`src/rtl/alu_mb_seq.sv`:
```
// Multi-byte ALU sequencer: streams a wide op through one alu8, a byte per clock.
// Optional Zero/Neg flag registers are built when ALU_MB_SEQ_FLAGS_EN is defined.
module alu8 (
  input  logic [7:0] i_a,
  input  logic [7:0] i_b,
  input  logic [2:0] i_op,
  input  logic       i_cin,
  output logic [7:0] o_y,
  output logic       o_cout
);
  logic [8:0] w_sum;
  logic [8:0] w_dif;

  assign w_sum = {1'b0, i_a} + {1'b0, i_b} + {8'b0, i_cin};
  // Bit 8 of the 9-bit difference is the borrow out
  assign w_dif = {1'b0, i_a} - {1'b0, i_b} - {8'b0, i_cin};

  always_comb begin
    o_y    = 8'h00;
    o_cout = 1'b0;
    unique case (i_op)
      3'b000: begin o_y = w_sum[7:0]; o_cout = w_sum[8]; end
      3'b001: begin o_y = w_dif[7:0]; o_cout = w_dif[8]; end
      3'b010: o_y = i_a & i_b;
      3'b011: o_y = i_a | i_b;
      3'b100: o_y = i_a ^ i_b;
      3'b101: begin o_y = {i_a[6:0], 1'b0}; o_cout = i_a[7]; end
      3'b110: begin o_y = {1'b0, i_a[7:1]}; o_cout = i_a[0]; end
      3'b111: o_y = ~i_a;
      default: ;
    endcase
  end
endmodule

module alu_mb_seq #(
  parameter int NBYTES = 4
) (
  input  logic                  clk,
  input  logic                  rst,
  input  logic                  Start,
  input  logic [2:0]            Op,
  input  logic                  Cin,
  input  logic [8*NBYTES-1:0]   A,
  input  logic [8*NBYTES-1:0]   B,
  output logic                  Busy,
  output logic                  Done,
  output logic [8*NBYTES-1:0]   Y,
  output logic                  Cout,
  output logic                  Zero,
  output logic                  Neg
);
  localparam int W  = 8 * NBYTES;
  localparam int IW = (NBYTES > 1) ? $clog2(NBYTES) : 1;
  localparam logic [IW-1:0] LAST = IW'(NBYTES - 1);

  localparam logic [2:0] OP_ADD = 3'b000;
  localparam logic [2:0] OP_SUB = 3'b001;
  localparam logic [2:0] OP_SHL = 3'b101;
  localparam logic [2:0] OP_SHR = 3'b110;

  typedef enum logic {S_IDLE, S_RUN} state_t;

  state_t         r_state;
  state_t         w_next;
  logic [W-1:0]   r_a;
  logic [W-1:0]   r_b;
  logic [2:0]     r_op;
  logic [IW-1:0]  r_idx;
  logic           r_chain;
  logic [W-1:0]   r_y;
  logic           r_cout;
  logic           r_done;

  logic           w_accept;
  logic           w_last;
  logic [IW-1:0]  w_sel;
  logic [IW+2:0]  w_base;
  logic [7:0]     w_a8;
  logic [7:0]     w_b8;
  logic           w_cin;
  logic [7:0]     w_y8;
  logic           w_cout8;
  logic [7:0]     w_byte;
  logic           w_chain_nx;
  logic [W-1:0]   w_ynext;

  assign w_accept = (r_state == S_IDLE) && Start;
  assign w_last   = (r_state == S_RUN) && (r_idx == LAST);

  // shr walks bytes from the top so each byte can take the bit above it
  assign w_sel  = (r_op == OP_SHR) ? (LAST - r_idx) : r_idx;
  assign w_base = {w_sel, 3'b000};
  assign w_a8   = r_a[w_base +: 8];
  assign w_b8   = r_b[w_base +: 8];
  assign w_cin  = ((r_op == OP_ADD) || (r_op == OP_SUB)) ? r_chain : 1'b0;

  alu8 u_alu8 (
    .i_a    (w_a8),
    .i_b    (w_b8),
    .i_op   (r_op),
    .i_cin  (w_cin),
    .o_y    (w_y8),
    .o_cout (w_cout8)
  );

  always_comb begin
    w_byte     = w_y8;
    w_chain_nx = w_cout8;
    unique case (1'b1)
      (r_op == OP_SHL): begin
        w_byte     = {w_y8[7:1], r_chain};
        w_chain_nx = w_a8[7];
      end
      (r_op == OP_SHR): begin
        w_byte     = {r_chain, w_y8[6:0]};
        w_chain_nx = w_a8[0];
      end
      default: ;
    endcase
  end

  always_comb begin
    w_ynext                = r_y;
    w_ynext[w_base +: 8]   = w_byte;
  end

  always_ff @(posedge clk) begin
    if (rst) r_state <= S_IDLE;
    else     r_state <= w_next;
  end

  always_comb begin
    w_next = r_state;
    unique case (r_state)
      S_IDLE:  if (Start)  w_next = S_RUN;
      S_RUN:   if (w_last) w_next = S_IDLE;
      default: w_next = S_IDLE;
    endcase
  end

  always_ff @(posedge clk) begin
    if (rst) begin
      r_a     <= '0;
      r_b     <= '0;
      r_op    <= 3'b000;
      r_idx   <= '0;
      r_chain <= 1'b0;
      r_y     <= '0;
      r_cout  <= 1'b0;
      r_done  <= 1'b0;
    end else begin
      r_done <= 1'b0;
      if (w_accept) begin
        r_a     <= A;
        r_b     <= B;
        r_op    <= Op;
        r_idx   <= '0;
        r_chain <= ((Op == OP_ADD) || (Op == OP_SUB)) ? Cin : 1'b0;
      end else if (r_state == S_RUN) begin
        r_y     <= w_ynext;
        r_chain <= w_chain_nx;
        r_idx   <= r_idx + 1'b1;
        if (w_last) begin
          r_done <= 1'b1;
          r_cout <= w_cout8;
        end
      end
    end
  end

`ifdef ALU_MB_SEQ_FLAGS_EN
  logic r_zero;
  logic r_neg;

  always_ff @(posedge clk) begin
    if (rst) begin
      r_zero <= 1'b0;
      r_neg  <= 1'b0;
    end else if (w_last) begin
      r_zero <= (w_ynext == '0);
      r_neg  <= w_ynext[W-1];
    end
  end

  assign Zero = r_zero;
  assign Neg  = r_neg;
`else
  assign Zero = 1'b0;
  assign Neg  = 1'b0;
`endif

  assign Busy = (r_state == S_RUN);
  assign Done = r_done;
  assign Y    = r_y;
  assign Cout = r_cout;
endmodule

```
`config.mk`:
```
export PLATFORM = sky130hd
export DESIGN_NAME = alu_mb_seq
export DESIGN_NICKNAME = d
export VERILOG_FILES = /design/src/rtl/alu_mb_seq.sv
export SDC_FILE = /design/constraint.sdc
export NUM_CORES = 1
export LEC_CHECK = 0
export CORE_ASPECT_RATIO = 0.9
export CORE_MARGIN = 2
export CORE_UTILIZATION = 58
export DETAILED_ROUTE_END_ITERATION = 10
export PLACE_DENSITY = 0.83
export SYNTH_ARGS = -nofsm -noshare
export SYNTH_HDL_FRONTEND = slang
export SYNTH_SLANG_ARGS = --single-unit
```
`constraint.sdc`:
```
create_clock -name clk -period 6.95 [get_ports clk]
set_input_delay 2.085 -clock clk [delete_from_list [all_inputs] [get_ports clk]]
set_output_delay 2.085 -clock clk [all_outputs]
set_load 0.05 [all_outputs]
```
=== Yosys cells after proc, flatten, opt, wreduce, memory -nomap -nowiden ===
Index checks and enable logic that the tools add are counted.

* Flip-flop bits (word level): 105
* Latch bits: 0
* Bits in writable memories: 0
* Memory bits (read-only): 0
* Input port bits: 71
* Memories kept: 0

* $add $sub $neg: 7
* $mul: 0
* Div/mod/pow operators: 0
* $lt $le $gt $ge: 0
* Eq/ne operators: 9
* Shift operators: 4
* Multiplexer cells: 14
* Bitwise logic cells: 6
* Reduce and logical (&&, ||, !) cells: 11

{| class="wikitable"
|+ Operators by type and width
! operator !! count
|-
| $pmux 8 s8 || 1
|-
| $shiftx 32x6->8 || 2
|-
| $bwmux 32 || 1
|-
| $shift 8x7->32 const A || 1
|-
| $shiftx 8x7->32 || 1
|-
| $pmux 8 s2 || 1
|-
| $eq 3x3->1 const B || 4
|-
| $add 8x8->9 || 1
|-
| $add 9x1->9 || 1
|-
| $sub 8x8->9 || 1
|-
| $sub 9x1->9 || 1
|-
| $and 8x8->8 || 1
|-
| $not 8->8 || 1
|-
| $or 8x8->8 || 1
|-
| $xor 8x8->8 || 1
|-
| $mux 1 || 7
|-
| $neg 5->7 || 1
|-
| $eq 3x1->1 const B || 2
|-
| $eq 3x2->1 const B || 2
|-
| $logic_not 3->1 || 2
|-
| $pmux 1 s2 || 2
|-
| $pmux 1 s4 || 1
|-
| $reduce_and 3->1 || 1
|-
| $reduce_or 3->1 || 1
|-
| 10 further kinds || 13
|}

=== Longest topological paths before layout ===
Gate-level depths: netlist of the first run.

* Depth after elaboration: 9
* Gate-level depth with buffers: 19
* Mapped depth without buffers: 15

=== Modules after synthesis ===
From an unflattened synthesis of the first run, not the netlist that was laid out.

* Cells, all modules: 727
* Area total of the unflattened synthesis: 5993.2 um^2

{| class="wikitable"
|+ By module, submodules not included
! module !! instances !! cells an instance !! area each (um^2) !! sequential area each (um^2)
|-
| alu_mb_seq || 1 || 520 || 4429.2 || 2102.0
|-
| alu8 || 1 || 207 || 1564.0 || 0.0
|}

=== Least setup slack after synthesis of the first run ===
Ideal clock, no wire load.

* Path kind: register to register
* From: reg r_op[2]
* To: reg r_y[14] (netlist: Y[14])
* Arrival: 4.113 ns
* Data required time: 6.888 ns
* Setup slack: 2.776 ns
* Cell stages (with the launch flop): 19
* Period minus slack after synthesis: 4.174 ns
* Path through: dfxtp_1 buf_2 and3b_1 buf_6 buf_4 buf_2 buf_2 mux4_2 mux2_2 ha_1 inv_1 ha_1 or3_1 o2bb2ai_1 xor2_1 nor2_1 a211oi_1 a2111oi_2 a32o_1

* Longest elaborated chain between the ends: 9
* Elaborated cells between the ends (all ways): 27
* Classes of those cells: 5 x add/sub; 7 x eq/ne; 4 x shift; 5 x mux; 4 x bitwise; 2 x reduce/logical

{| class="wikitable"
|+ RTL lines
! item !! RTL line !! RTL
|-
| start, declared || 67 || <nowiki>logic [2:0] r_op;</nowiki>
|-
| start signal, assigned || 156 || <nowiki>r_op <= Op;</nowiki>
|-
| $eq 3x3->1 || 21, 91, 114 ||
|-
| $mux 2 || 91 || <nowiki>assign w_sel = (r_op == OP_SHR) ? (LAST - r_idx) : r_idx;</nowiki>
|-
| $shiftx 32x6->8 (on tied branches) || 93, 94 ||
|-
| $sub 8x8->9 / $add 8x8->9 (equally long branches) || 16, 14 ||
|-
| $sub 9x1->9 / $add 9x1->9 (equally long branches) || 16, 14 ||
|-
| $pmux 8 s8 || 21 || <nowiki>unique case (i_op)</nowiki>
|-
| $pmux 8 s2 || 109 || <nowiki>unique case (1'b1)</nowiki>
|-
| $shiftx 8x7->32 || 124 || <nowiki>w_ynext[w_base +: 8] = w_byte;</nowiki>
|-
| $bwmux 32 (*) || 124 ||
|-
| end signal, assigned || 160 || <nowiki>r_y <= w_ynext;</nowiki>
|-
| end, declared || 70 || <nowiki>logic [W-1:0] r_y;</nowiki>
|}

Mark *: on every way between the ends. The rest lies on a longest branch, timed or not.
A chain may end at the register's enable or synchronous reset.

=== Worst setup path in the final report of the first run ===
* From: reg r_op[2]
* To: reg r_y[22] (netlist: Y[22])

Same word-level chain as after synthesis.

==> flow_summary.json, run 1 <==
{
  "status": "finished, final reports clean",
  "cts_tree": "yes",
  "dieWidth_um": 114,
  "powerDensity_mw_per_mm2": 206,
  "dp.cells": 942,
  "cp-endpoint": "Y[22]",
  "grtUsageTotal_pct": 30.1,
  "ant_nets": 0,
  "synth_top_area_cell": "dfxtp_1",
  "start_util_pct": 59.0,
  "cp-startpoint": "r_op[2]",
  "fillCellCount": 850,
  "netlist_area_mm2": 0.00632,
  "synth_edf_count": 0,
  "numCtsBuffers": 9,
  "critPathKind": "reg2reg",
  "reg2reg_depth": 14,
  "holdWs_ns": 0.454,
  "grt_max_degree": 90,
  "htree_levels": 3,
  "min_period_ns": 4.96,
  "nNetsFinal": 924,
  "route.detailed.drc": 0,
  "synth-seq-cells": 105,
  "firstDrtPassIters": 5,
  "period_share_pct": 71.4,
  "io_pins": 108,
  "slew_headroom_pct": 18.0,
  "dp_hpwl_um": 12700,
  "via_count": 5812,
  "vias_per_cell": 6.06,
  "cts_buffer_depth": 2,
  "synth.distinct_cells": 62,
  "synth_cells": 750,
  "synth_ff_type": "dfxtp_1",
  "yosysTopAreaCellShare_pct": 33.2,
  "drv_cap": 0,
  "seq_area_frac_synth_pct": 33.2,
  "place_area_mm2": 0.00735,
  "core_mm2": 0.0107,
  "worst_pin_slew_ns": 1.23,
  "critPathLaunchType": "register",
  "dieArea_mm2": 0.0118,
  "stdcell_area_mm2": 0.00767,
  "grt.overflow.total": 0,
  "hold_viol": 0,
  "register_area_mm2": 0.00210,
  "synthArstFlopShare_pct": 0,
  "grt_pass1_vias": 5453,
  "setup_viol": 0,
  "hold_class": "reg2reg",
  "stdcell_count": 959,
  "peakVddDrop_uv": 188,
  "postCtsSetupBuffers": 0,
  "die_height_um": 103,
  "cts_hold_buf": 0,
  "cts.sinks": 105,
  "rr_endpoint": "Y[22]",
  "fmax_mhz": 201,
  "reg2reg_from": "r_op[2]",
  "avgSynthCellArea_um2": 8.43,
  "synth_warnings": 0,
  "drtIter0Drc": 474,
  "p_leak_uw": 0.00283,
  "wl_per_cell_um": 17.9,
  "rows": 36,
  "clock_skew_ns": 0.00706,
  "critPathMaxFanout": 35,
  "multi_input_area_mm2": 0.00386,
  "ys_top_cells_by_area": "dfxtp_1 33%, nand2_1 10%, mux4_2 8.9%",
  "grt_pass1_wl_um": 27600,
  "rrSetupSlack_ns": 1.99,
  "area_growth_syn_to_layout_pct": 21.2,
  "maxSlewViolCount": 0,
  "crit_path_end_kind": "register",
  "clock_latency_ns": 0.36,
  "wl_um": 17200,
  "port_buffers": 105,
  "antenna_found_initial": 2,
  "gp_congestion": 0.926,
  "grt_setup_unrepaired": "no",
  "drive_gt1_share_pct": 8.85,
  "clk_pin_slew_ns": 0.07,
  "crit_arrival_ns": 5.26,
  "root_buffer": "clkbuf_16",
  "required_ns": 7.25,
  "cts_resized": 0,
  "finalSetupTns_ns": 0
}
[cells in the mapped netlist (5+ instances only)]
master,number
a211oi_1,8
a21oi_1,91
a22o_1,6
a32o_1,6
buf_1,17
buf_2,6
clkbuf_1,23
dfxtp_1,105
ha_1,29
inv_1,36
mux2_2,8
mux2i_1,31
mux4_2,25
nand2_1,174
nand2b_1,6
nand3_1,6
nand3b_1,7
nor2_1,30
nor3_1,9
o21ai_0,18
o21ai_1,17
o22ai_1,7
or3_1,7
xor2_1,5
[registers in the layout, indices dropped and copies added (netlist names)]
| signal | cells |
|---|---|
| r_idx | 2 |
| r_b | 32 |
| r_chain | 1 |
| Cout | 1 |
| r_a | 32 |
| Done | 1 |
| r_op | 3 |
| Busy | 1 |
| Y | 32 |
[report_power, final]
group	switching (uW)	leakage [uW]	total (uW)	internal [uW]
logic	222	0.00182	384	161
clock network	248	0.000154	536	287
registers	29.0	0.000858	658	629
total	499	0.00283	1580	1080
[final cells by class]
| class | count | area share, % |
|---|---|---|
| antenna | 1 | 0.0326 |
| clock buffer | 9 | 2.94 |
| clock inverter | 7 | 1.09 |
| inverter | 36 | 1.76 |
| multi-input combinational | 557 | 50.3 |
| sequential | 105 | 27.4 |
| tap | 133 | 2.17 |
| timing repair buffer | 111 | 14.2 |
[critical path: stages, from the launching register on]
cell	delay [ns]
dfxtp_1	0.31
buf_4	0.32
and3b_2	0.85
mux4_2	0.59
mux2_2	0.32
ha_1	0.41
inv_1	0.10
ha_1	0.26
or3_1	0.38
o2bb2ai_1	0.23
xor2_1	0.11
nor2_1	0.09
a211oi_1	0.06
a2111oi_2	0.58
a32o_1	0.26
[per-layer routing]
layer,GRT usage (%),wire (um),up-vias
met5,0,13,-
met4,10.8,441,2
met3,6.23,1300,34
met2,45.8,7640,244
met1,42.7,7760,2762
li1,-,-,2770
[placed cells by master, fill, tap and decap left out, types with 3 or more instances in the layout]
cell	instances
nor3b_1	4
o21ai_0	18
clkbuf_16	9
nor3_1	9
buf_4	6
xor2_1	5
a311oi_1	3
mux4_2	25
o21a_1	4
or3_1	7
nand2b_1	5
o211ai_1	3
clkdlybuf4s50_1	104
a32o_1	6
o41ai_2	4
nor2_1	30
ha_1	29
mux2_2	8
nand3_1	6
xnor2_1	4
mux2i_1	31
o21ai_1	17
o22ai_1	7
nor2b_1	3
a211oi_1	8
fa_1	4
inv_1	36
a21oi_1	91
dfxtp_1	104
nand3b_1	7
nand2_1	174
a22o_1	6
[cells by family after synthesis]
kind of cell    count (synthesis)  synth area share [%]
xor+xnor                        9                  1.25
fa+ha+maj                      33                  7.00
other cells                     1                0.0593
compound gates                191                  19.1
buf+inv                        89                  5.99
mux                            67                  16.0
flops                         105                  33.2
simple gates                  255                  17.3
[per-stage QoR]
step	worst slack (ns)	total power [uW]	util (%)
floorplan	2.78	923	-
global placement	2.09	1040	68.6
detailed placement	2.05	1050	68.6
CTS	2.00	1580	71.5
global route	1.70	1650	71.5
finish	1.99	1580	71.5
[worst min path at each step]
stage          cells past startpoint  startpoint       to  slack (ns)
2_1_floorplan                      2     r_a[24]  r_a[24]        0.44
3_3_place_gp                       2        Y[8]     Y[8]        0.44
3_5_place_dp                       2        Y[2]     Y[2]        0.45
4_1_cts                            2        Y[2]     Y[2]        0.46
5_1_grt                            2     r_a[29]  r_a[29]        0.49
6_report                           2        Y[2]     Y[2]        0.45
(Power assumes the default switching activity.)
==> run 2, diff against run 1 <==
CORE_UTILIZATION = 54   (was 58)
PLACE_DENSITY = 0.78   (was 0.83)
clock period = 5 ns   (was 6.95 ns; I/O delays follow)
==> run 2 against run 1 <==
Worst setup slack worse by 1.4 ns. Cell count rose by 2.9%. First-iteration DRC count grew 4.0%. Die area rose by 7.1%. Combinational power increased by 39%. Register-to-register slack worse by 1.4 ns. Via count fell by 0.12%. Design area grew 1.4%. Critical endpoint is now Y[14].
==> flow_summary.json, run 2 (synthesis gave the netlist of run 1 again) <==
{
  "status": "finished, final reports clean",
  "drive_gt1_share_pct": 9.39,
  "fillCellCount": 937,
  "final_cell_mix": "174 x nand2_1, 104 x dfxtp_1, 104 x clkdlybuf4s50_1, 91 x a21oi_1, 36 x inv_1",
  "maxSlewViolCount": 0,
  "dp_slack_ns": 0.659,
  "postLayoutCoreUtil_pct": 68.0,
  "crit_arrival_ns": 4.73,
  "cts_resized": 0,
  "vias_per_cell": 5.88,
  "firstDrtPassIters": 5,
  "worst_pin_slew_ns": 0.926,
  "wl_per_cell_um": 17.7,
  "period_share_pct": 88.6,
  "grt_setup_unrepaired": "no",
  "htree_levels": 3,
  "cts_buffer_depth": 2,
  "p_seq_share_pct": 40.9,
  "reg2reg_depth": 14,
  "nNetsFinal": 930,
  "start_util_pct": 55.3,
  "rows": 37,
  "critPathLaunchType": "register",
  "clk_pin_slew_ns": 0.07,
  "drv_cap": 0,
  "dp_hpwl_um": 13300,
  "finalSetupTns_ns": 0,
  "min_period_ns": 4.43,
  "critPathMaxFanout": 23,
  "port_buffers": 105,
  "rr_endpoint": "Y[14]",
  "grt_pass1_vias": 5509,
  "fmax_mhz": 226,
  "stdcell_area_mm2": 0.00777,
  "critPathKind": "reg2reg",
  "grtUsageTotal_pct": 28.6,
  "cts_hold_buf": 0,
  "via_count": 5805,
  "cts.sinks": 105,
  "numCtsBuffers": 9,
  "clock_skew_ns": 0.00902,
  "cp-endpoint": "Y[14]",
  "cp-startpoint": "r_op[0]",
  "hold_depth": 2,
  "core_mm2": 0.0114,
  "required_ns": 5.30,
  "wl_um": 17500,
  "dieArea_mm2": 0.0126,
  "gp_congestion": 0.930,
  "antenna-diode-count": 0,
  "p_leak_uw": 0.00287,
  "crit_path_end_kind": "register",
  "dieWidth_um": 118,
  "setup_ws_ns": 0.569,
  "rrSetupSlack_ns": 0.57,
  "final_common_cell": "nand2_1",
  "setup_viol": 0,
  "reg2reg_from": "r_op[0]",
  "drtIter0Drc": 493,
  "slew_headroom_pct": 37.8,
  "place_area_mm2": 0.00744,
  "hold_viol": 0,
  "grt.overflow.total": 0,
  "switching_share_pct": 30.1,
  "clkPwrFrac_pct": 35.2,
  "root_buffer": "clkbuf_16",
  "stdcell_count": 987,
  "area_growth_syn_to_layout_pct": 22.9,
  "die_height_um": 107,
  "powerDensity_mw_per_mm2": 287,
  "combPwrFrac_pct": 24.0,
  "clock_latency_ns": 0.36,
  "grt_max_degree": 68,
  "postCtsSetupBuffers": 0,
  "dp.cells": 971,
  "route.detailed.drc": 0,
  "p_switching_uw": 672,
  "p_int_uw": 1560,
  "io_pins": 108,
  "cts_tree": "yes",
  "ant_nets": 0,
  "antenna_found_initial": 0,
  "hold_class": "reg2reg",
  "peakVddDrop_uv": 260,
  "grt_pass1_wl_um": 28500
}
## run 2: changes by cell type in the layout (fill, tap and decap cells not counted)
| cell | delta |
|---|---|
| clkinvlp_4 | +1 |
| clkinv_2 | -1 |
| bufinv_16 | +1 |
| clkbuf_1 | +1 |
| buf_12 | +1 |
| buf_4 | +5 |
| clkbuf_8 | +1 |
| diode_2 | -1 |
| inv_8 | -1 |
| inv_6 | -2 |
## run 2: per-layer routing
| metal | up-vias | track usage, % | part of all wire (%) |
|---|---|---|---|
| li1 | 2795 | - | - |
| met1 | 2764 | 39.3 | 46 |
| met2 | 227 | 44.9 | 45 |
| met3 | 19 | 7.98 | 7.8 |
| met4 | 0 | 6.97 | 1.6 |
| met5 | - | 0 | 0 |
## run 2: worst max-delay path, stage by stage (launching register included)
cell       delay, ns
dfxtp_1         0.31
and3b_2         0.67
buf_4           0.27
mux4_2          0.53
mux2i_4         0.30
fa_1            0.24
inv_1           0.07
fa_1            0.44
o21a_1          0.21
o2bb2ai_1       0.28
xor2_1          0.10
nor2_1          0.10
a211oi_1        0.06
a2111oi_2       0.55
a32o_1          0.25
## run 2: how the worst min path moves through the flow
| stage | startpoint | end | slack [ns] |
|---|---|---|---|
| 3_5_place_dp | Y[27] | Y[27] | 0.44 |
| 2_1_floorplan | r_a[24] | r_a[24] | 0.44 |
| 3_3_place_gp | Y[19] | Y[19] | 0.43 |
| 5_1_grt | Y[2] | Y[2] | 0.48 |
| 4_1_cts | Y[27] | Y[27] | 0.45 |
| 6_report | Y[27] | Y[27] | 0.45 |
## run 2: per-stage QoR
step           hold slack [ns]  total power, uW
2_1_floorplan            0.443             1280
3_3_place_gp             0.435             1450
3_5_place_dp             0.442             1450
4_1_cts                  0.451             2230
5_1_grt                  0.475             2320
6_report                 0.447             2230
## run 2: power groups by stage
stage / registers, uW / clock network (uW) / logic, uW
floorplan: 934 / 0 / 348
global placement: 926 / 0 / 522
detailed placement: 929 / 0 / 524
CTS: 910 / 788 / 528
global route: 915 / 822 / 586
finish: 910 / 784 / 534
## run 2: area by class of cell
class,count,area (um2),area share (%)
repair buffers,117,1150,14.8
clock inverters,5,87.6,1.13
multi-input cells,557,3860,49.7
inverters,36,135,1.74
clock buffers,11,243,3.12
well taps,156,195,2.51
flip-flops and latches,105,2100,27.1
